===== config.mk =====
export PLATFORM = sky130hd
export DESIGN_NAME = change_dispenser_ctrl
export DESIGN_NICKNAME = d
export VERILOG_FILES = /design/src/rtl/change_dispenser_ctrl.sv
export SDC_FILE = /design/constraint.sdc
export NUM_CORES = 1
export LEC_CHECK = 0
export ABC_AREA = 1
export BUFFER_PORTS_ARGS = -buffer_cell sky130_fd_sc_hd__buf_4
export CELL_PAD_IN_SITES_DETAIL_PLACEMENT = 0
export CELL_PAD_IN_SITES_GLOBAL_PLACEMENT = 1
export CORE_MARGIN = 2
export CORE_UTILIZATION = 40
export CTS_CLUSTER_SIZE = 14
export DETAILED_ROUTE_END_ITERATION = 10
export PLACE_DENSITY_LB_ADDON = 0.25
export SETUP_SLACK_MARGIN = 0.15
export SLEW_MARGIN = 15
export SYNTH_ARGS = -nofsm -noshare
export SYNTH_HDL_FRONTEND = slang
export SYNTH_SLANG_ARGS = --single-unit

===== constraint.sdc =====
create_clock -name clk -period 3.5 [get_ports clk]
set_clock_uncertainty 0.15 [all_clocks]
set_input_delay 0.35 -clock clk [delete_from_list [all_inputs] [get_ports clk]]
set_output_delay 0.35 -clock clk [all_outputs]
set_load 0.005 [all_outputs]

===== src/rtl/change_dispenser_ctrl.sv =====
// rtl/change_dispenser_ctrl.sv - greedy coin-change dispenser controller; CHANGE_INVENTORY_EN adds per-hopper inventory
module change_dispenser_ctrl #(
    parameter int TIMEOUT_CYCLES = 1000000,
    parameter int GAP_CYCLES     = 1000,
    parameter int INIT_COUNT     = 20
) (
    input  logic       clk,
    input  logic       reset_n,
    input  logic       start,
    input  logic [7:0] change_amt,
    input  logic [2:0] coin_sensed,
    input  logic       refill,
    output logic [2:0] hopper_en,
    output logic       busy,
    output logic       done,
    output logic       error,
    output logic [7:0] remaining,
    output logic [2:0] empty
);

    localparam int TW = $clog2(TIMEOUT_CYCLES + 1);
    localparam int GW = $clog2(GAP_CYCLES + 1);
    localparam logic [TW-1:0] T_LAST = TW'(TIMEOUT_CYCLES - 1);
    localparam logic [GW-1:0] G_LAST = GW'(GAP_CYCLES - 1);

    typedef enum logic [2:0] {
        IDLE,
        SELECT,
        DRIVE,
        GAP,
        FINISH
    } state_t;

    state_t        state, state_d;
    logic [2:0]    sel;
    logic [7:0]    rem;
    logic          err;
    logic [TW-1:0] tcnt;
    logic [GW-1:0] gcnt;
    logic [2:0]    avail;
    logic [2:0]    pick;
    logic [7:0]    coin_val;
    logic          hit;

`ifdef CHANGE_INVENTORY_EN
    logic [7:0] inv [3];

    always_ff @(posedge clk or negedge reset_n) begin
        if (!reset_n) begin
            for (int i = 0; i < 3; i++) inv[i] <= 8'(INIT_COUNT);
        end else if (state == IDLE && refill) begin
            for (int i = 0; i < 3; i++) inv[i] <= 8'(INIT_COUNT);
        end else if (state == DRIVE && hit) begin
            for (int i = 0; i < 3; i++) begin
                if (sel[i]) inv[i] <= inv[i] - 8'd1;
            end
        end
    end

    always_comb begin
        empty = 3'b000;
        for (int i = 0; i < 3; i++) empty[i] = (inv[i] == 8'd0);
    end
    assign avail = ~empty;
`else
    logic [8:0] unused_cfg;
    assign unused_cfg = {refill, 8'(INIT_COUNT)};
    assign empty      = 3'b000;
    assign avail      = 3'b111;
`endif

    // Largest usable coin that still fits in what is owed.
    always_comb begin
        pick = 3'b000;
        if (avail[2] && rem >= 8'd25)      pick = 3'b100;
        else if (avail[1] && rem >= 8'd10) pick = 3'b010;
        else if (avail[0] && rem >= 8'd5)  pick = 3'b001;
    end

    always_comb begin
        case (sel)
            3'b100:  coin_val = 8'd25;
            3'b010:  coin_val = 8'd10;
            default: coin_val = 8'd5;
        endcase
    end

    assign hit = |(coin_sensed & sel);

    always_ff @(posedge clk or negedge reset_n) begin
        if (!reset_n) state <= IDLE;
        else          state <= state_d;
    end

    always_comb begin
        state_d   = state;
        hopper_en = 3'b000;
        busy      = 1'b0;
        done      = 1'b0;
        case (state)
            IDLE: begin
                if (start) state_d = SELECT;
            end
            SELECT: begin
                busy = 1'b1;
                if (rem < 8'd5 || pick == 3'b000) state_d = FINISH;
                else                             state_d = DRIVE;
            end
            DRIVE: begin
                busy      = 1'b1;
                hopper_en = sel;
                if (hit)                 state_d = GAP;
                else if (tcnt == T_LAST) state_d = FINISH;
            end
            GAP: begin
                busy = 1'b1;
                if (gcnt == G_LAST) state_d = SELECT;
            end
            FINISH: begin
                done    = 1'b1;
                state_d = IDLE;
            end
            default: state_d = IDLE;
        endcase
    end

    always_ff @(posedge clk or negedge reset_n) begin
        if (!reset_n) begin
            sel  <= 3'b000;
            rem  <= 8'd0;
            err  <= 1'b0;
            tcnt <= '0;
            gcnt <= '0;
        end else begin
            case (state)
                IDLE: begin
                    if (start) begin
                        rem <= change_amt;
                        err <= 1'b0;
                    end
                end
                SELECT: begin
                    sel  <= pick;
                    tcnt <= '0;
                    if (rem >= 8'd5 && pick == 3'b000) err <= 1'b1;
                end
                DRIVE: begin
                    // A pulse in the expiry cycle wins over the timeout.
                    if (hit) begin
                        rem  <= rem - coin_val;
                        gcnt <= '0;
                    end else if (tcnt == T_LAST) begin
                        err <= 1'b1;
                    end else begin
                        tcnt <= tcnt + 1'b1;
                    end
                end
                GAP: begin
                    gcnt <= gcnt + 1'b1;
                end
                default: ;
            endcase
        end
    end

    assign remaining = rem;
    assign error     = err;

endmodule


==> run summary, run 1 <==
final setup TNS: 0 ps
most used cells in the layout excluding fill and tap cells: 135 x nand2_1, 61 x nor2_1, 56 x inv_1, 45 x dfrtp_1, 37 x nand3_1
commonest non-fill, non-tap cell in the layout: nand2_1
Max-Cap Viols: 0
Syn. warnings: 0
PwrDens: 258.1 nW/um^2
CP arrival: 2560 ps
layout cells sized above 1: 0.09959
Die Y: 91.47 um
crit-path max cell delay: 410 ps
Synth-to-Final Area Change: 12.35%
Pint: 0.6726 mW
XOR/XNOR Fraction of Synth Area: 0.03720
Initial Util: 0.4175
Flop pwr share: 0.585
vias per std cell: 4.745
Slew HR: 0.5951
CTS tree: done
Yosys reg bits: 45
Filler cells: 774
Total GRT Usage: 0.1802
Slowest-stage cell, CP: fa_1
die width: 91.47 um
sequential cell area: 1126 sq um
GPL Wtd Cong: 0.8656
die area: 8367 sq um
Avg Inst Size Synth: 6.771 sq um
Worst Max-Slew Pin Slew: 606.0 ps
Crit path max-delay family: simple AND/OR/NAND/NOR gates
first-pass GRT wire length: 12170 um
Post-CTS Resized: 0
Clock Pin Slew Worst Setup and Hold Paths: 90 ps
Fmax: 0.3988 GHz
fin. max-slew vios: 0
I/O pin count: 32
Buf+Inv Stages, Crit Path: 2
First-pass DRT Iterations: 4
post-layout util: 0.4690
Compound-Gate Fraction of Synth Area: 0.1014
Synth Instances: 452
CP Capture Type: flop
largest family of logic cells by synthesized area: simple AND/OR/NAND/NOR gates
Post-Route WL: 7198 um
Final Hold Vio Count: 0
Sinks on Clock Net: 45
CTS buffer count: 5
period utilisation layout: 0.7164
Switch Pwr: 0.2148 mW
library cells used by synthesis: 35
Clock Path Buffers: 2
Min-Delay Path Class: in -> reg
Ant. Diodes: 0
Root Driver: clkbuf_8
largest net degree at the start of global routing: 46
combinational power share: 0.030
mapped cell area: 3060 sq um
DR WL/cell: 12.39 um
num rows: 31
Net Sw Frac: 0.2421
multiplexer share of the synthesized area: 0
Antenna Nets Post-Route: 0
fin crit period: 2507 ps
clk_lat worst skew: 310 ps
CP cell instances: inv_1, nand2_1, nor2_1, inv_1, ha_1, fa_1, o21ai_0, nand2_1, nand3_1, nand3_1, nand2_1, nand2_1
Post-Synth Adder-Cell Area: 0.03516
sequential area share after synthesis: 0.3679
antenna violations before repair: 0
drt drc: 0
Worst Setup Start Kind: flop
area of the multi-input gates: 1675 sq um
RSZ-0062 raised after global routing: false
kind of critical path: reg -> reg
Nets: 504
Clock Power Share: 0.385
aggregate global routing overflow: 0
1st-iter DRT viols: 136
Finish-stage setup viols: 0
worst vdd ir: 0.1753 mV
Clock H-tree levels: 2
leakage: 1.593 nW
WP data required: 3560 ps
Buffers on Ports: 27
status: finished clean
core box area: 7331 sq um
via count: 2757
Post-Synth Simple-Gate Area: 0.3700
critical-path maximum fanout: 3
vias in the first global route: 2506
Crit path top cell by count: nand2_1
Detail Placement HPWL: 5321 um
final timing paths:
check                               endpoint  cells after the start  slack, ps           from
worst max-delay path            remaining[6]                     12        990         sel[0]
worst min-delay path            remaining[3]                      3        160  change_amt[3]
worst max register to register  remaining[6]                     12        990         sel[0]
worst min register to register         error                      2        360          error
max in group asynchronous             sel[1]                      2       2360        reset_n
min in group asynchronous           tcnt[14]                      2        430        reset_n
layout make-up:
| cell class | instances | share of cell area |
|---|---|---|
| timing repair buffer | 28 | 0.06186 |
| multi-input combinational | 345 | 0.4873 |
| tap | 99 | 0.03603 |
| sequential | 45 | 0.3275 |
| clock buffer | 5 | 0.02001 |
| clock inverter | 3 | 0.006186 |
| inverter | 56 | 0.06114 |
logic make-up after synthesis:
kind of cell | Yosys count
DFF | 45
other | 1
and+or+nand+nor | 264
xor gates and xnor gates | 13
buffers and inverters | 64
AOI/OAI and AO/OA | 57
adders and majority gates | 8
tightest hold or removal path: stages:
cell     delay [ps]
buf_4            80
a21oi_1          50
a21oi_1         110
through the flow:
stage	setup slack [ps]	hold WS [ps]	power (mW)	std cells	area [sq um]
after floorplan	1319	-95.59	0.5360	454	3068
after global placement	1010	247.6	0.5562	572	3338
after detailed placement	999.3	256.0	0.5563	572	3338
after CTS	991.0	152.8	0.9066	581	3438
after global routing	750.0	188.6	0.9256	581	3438
final	992.5	164.3	0.8875	581	3438
synth_stat cells, drive strengths merged:
library cell | count | area (sq um)
nand2 | 140 | 538.0
nor2 | 63 | 246.5
inv | 56 | 210.2
dfrtp | 45 | 1126
nand3 | 38 | 195.2
o21ai | 32 | 160.2
a21oi | 19 | 106.4
xor2 | 12 | 105.1
nor3 | 10 | 66.32
ha | 7 | 87.58
buf | 5 | 45.04
and2 | 3 | 18.77
clkbuf | 3 | 11.26
nand3b | 3 | 22.52
nand4 | 3 | 18.77
o22ai | 2 | 12.51
or2 | 2 | 12.51
a211oi | 1 | 7.510
conb | 1 | 3.750
fa | 1 | 20.02
nor2b | 1 | 6.260
nor3b | 1 | 7.510
o211ai | 1 | 7.510
o21a | 1 | 7.510
o32ai | 1 | 8.760
xnor2 | 1 | 8.760
registers in the layout, indices dropped and copies added, names as in the netlist:
name	count
tcnt	20
gcnt	10
remaining	8
sel	3
state	3
error	1
routing by layer:
layer	global-route usage	share of wire	vias up
met1	0.2647	0.52	1248
met3	0.02905	0.021	7
met4	0.04545	0.010	0
met2	0.2751	0.45	20
met5	0	0	-
li1	-	-	1482
power by group through the flow:
stage	clock (mW)	sequential (mW)	combinational (mW)
CTS	0.360	0.519	0.0274
global placement	0	0.530	0.0264
finish	0.342	0.519	0.0262
floorplan	0	0.530	0.00605
detailed placement	0	0.530	0.0265
global route	0.375	0.520	0.0306
repair_timing:
| action | CTS | global route |
|---|---|---|
| hold endpoints to repair | 45 | 0 |
| setup buffers | 0 | 0 |
| hold buffers | 1 | 0 |
(Power assumes the default switching activity.)
==> run 2, diff against run 1 <==
--- a/config.mk
+++ b/config.mk
@@ -5,7 +5,7 @@
 export SDC_FILE = /design/constraint.sdc
 export NUM_CORES = 1
 export LEC_CHECK = 0
-export ABC_AREA = 1
+export ABC_AREA = 0
 export BUFFER_PORTS_ARGS = -buffer_cell sky130_fd_sc_hd__buf_4
 export CELL_PAD_IN_SITES_DETAIL_PLACEMENT = 0
 export CELL_PAD_IN_SITES_GLOBAL_PLACEMENT = 1
==> constraint.sdc (replaced) <==
create_clock -name clk -period 2.1 [get_ports clk]
set_clock_uncertainty 0.15 [all_clocks]
set_input_delay 0.21 -clock clk [delete_from_list [all_inputs] [get_ports clk]]
set_output_delay 0.21 -clock clk [all_outputs]
set_load 0.005 [all_outputs]
==> run summary, run 2 <==
CP arrival: 2290 ps
Hold Crit Endpoint: remaining[5]
failing checks: negative setup slack
Antenna Nets Post-Route: 0
commonest non-fill, non-tap cell in the layout: buf_4
non-filler instance count after layout: 459
Synth area leader: dfrtp_1
CP Launch Point: tcnt[15]
aggregate global routing overflow: 0
most used cells in the layout excluding fill and tap cells: 62 x buf_4, 44 x dfrtp_1, 37 x nor2_1, 27 x nand2_1, 12 x a21oi_1
Avg Inst Size Synth: 8.891 sq um
Place WS: -103.7 ps
Yosys reg bits: 45
WP data required: 2180 ps
via count: 2536
most frequent cell after synthesis: dfrtp_1
DR WL/cell: 15.11 um
max FFs per register: 20
num rows: 30
Sinks on Clock Net: 45
Slowest-stage cell, CP: or4b_1
CP Capture Type: flop
vias in the first global route: 2344
CTS buffer count: 5
fin. max-slew vios: 0
first-pass GRT wire length: 11400 um
RSZ-0062 raised after global routing: true
most frequent cells after synthesis: 45 x dfrtp_1, 41 x nor2_1, 29 x nand2_1
Nets: 401
Buffers on Ports: 27
PwrDens: 441.8 nW/um^2
number of synthesized flops with an enable pin: 0
Total GRT Usage: 0.1881
die area: 7594 sq um
ranking of synthesized cells by area: dfrtp_1 41%, nor2_1 5.6%, nand2_1 3.9%
die width: 87.15 um
Fmax: 0.4516 GHz
period utilisation layout: 1.054
Detail Placement HPWL: 4655 um
worst vdd ir: 0.3065 mV
antenna violations before repair: 0
Synth Instances: 311
Synth-to-Final Area Change: 39.00%
vias per std cell: 5.525
HP Start: change_amt[5]
Worst Setup Start Kind: flop
Clock Pin Slew Worst Setup and Hold Paths: 90 ps
Min-Delay Path Class: in -> reg
mapped cell area: 2765 sq um
leakage: 1.643 nW
Finished Cell Area: 3844 sq um
R2R cell count: 6
hold slack: 11.87 ps
sequential area share after synthesis: 0.4072
Worst Setup Slack, final: -114.3 ps
Syn. warnings: 0
I/O pin count: 32
Finish-stage setup viols: 17
kind of critical path: reg -> reg
R2R setup slack: -110 ps
Initial Util: 0.4093
largest net degree at the start of global routing: 46
status: finished with violations
Synth Flop Type: dfrtp_1
Pwr Total: 1.698 mW
fin crit period: 2214 ps
crit-path max cell delay: 510 ps
CP cell instances: or4b_1, or4_4, buf_8, o21a_4, nand2_1, mux2i_1
Top reg by flops: tcnt
CTS tree: done
Async SR Flop Fraction: 1.000
Root Driver: clkbuf_8
Post-Route WL: 6936 um
Ant. Diodes: 0
Worst Max-Slew Pin Slew: 582.5 ps
layout cells sized above 1: 0.3483
1st-iter DRT viols: 91
library cells used by synthesis: 60
Die Y: 87.15 um
Clock H-tree levels: 2
First-pass DRT Iterations: 4
clk_lat worst skew: 300 ps
RR Endpoint: tcnt[2]
Max-Cap Viols: 0
Clock Path Buffers: 2
Slew HR: 0.6117
hold path cells: 3
post-placement cell count: 439
DP Area: 3317 sq um
critical-path maximum fanout: 8
core box area: 6756 sq um
drt drc: 0
Synth top area share: 0.4072
FF-to-FF Start: tcnt[15]
GPL Wtd Cong: 0.8469
Final Hold Vio Count: 0
[run 2: routing by layer]
| metal | global-route usage | vias up | share of wire | routed length [um] |
|---|---|---|---|---|
| met5 | 0 | - | 0 | 0 |
| met4 | 0.04196 | 0 | 0.0039 | 27 |
| met3 | 0.03318 | 2 | 0.030 | 206 |
| met2 | 0.2998 | 40 | 0.50 | 3440 |
| met1 | 0.2681 | 1245 | 0.47 | 3262 |
| li1 | - | 1249 | - | - |
[run 2: how the worst max path moves through the flow]
stage | endpoint | slack, ps | depth (start not counted)
finish | tcnt[2] | -110 | 6
global route | tcnt[2] | -190 | 6
CTS | state[1] | -120 | 6
detailed placement | state[1] | -100 | 6
global placement | state[1] | -100 | 6
floorplan | tcnt[3] | -60 | 6
[run 2: layout make-up]
class / instances / area (sq um)
Clock buffer: 7 / 86.33
Clock inverter: 1 / 30.03
Fill cell: 603 / 2913
Inverter: 12 / 50.05
Multi-Input combinational cell: 238 / 1783
Sequential cell: 45 / 1127
Tap cell: 80 / 100.1
Timing Repair Buffer: 76 / 666.9
[run 2: power breakdown]
group	switching, mW	internal, mW	leakage [nW]	total (mW)
logic	0.0621	0.0652	1.04	0.127
clock network	0.303	0.389	0.0585	0.692
registers	0.00873	0.870	0.542	0.879
[run 2: per-stage QoR]
stage | TNS, ps | util
CTS | -829.8 | 0.5341
detailed placement | -791.9 | 0.4909
global route | -2328 | 0.5689
global placement | -619.2 | 0.4909
floorplan | -143.0 | -
finish | -896.2 | 0.5689
[run 2: worst max-delay path: cells and delay by family, from the launching register on]
family / cells / cell delay, ps
buf+inv: 1 / 160
mux: 1 / 180
compound gates: 1 / 240
simple gates: 3 / 1030
flops: 1 / 380
[run 2: cells by family (layout without fill, tap and decap cells)]
group,Yosys count,count (layout),synth area share
simple gates,139,139,0.2593
mux,2,2,0.007240
flops,45,45,0.4072
xor+xnor,14,14,0.04434
buf+inv,30,96,0.05113
fa+ha+maj,8,8,0.03891
other cells,1,3,0.001356
compound gates,72,72,0.1905
[run 2: timing repair]
action | 4_1_cts | 5_1_grt
pin swaps | 19 | 26
buffers inserted | 4 | 6
hold buffers | 2 | 0
gates resized for setup | 31 | 36
endpoints found under the hold margin | 46 | 0
setup endpoints to repair | 31 | 33
cloned | 0 | 1
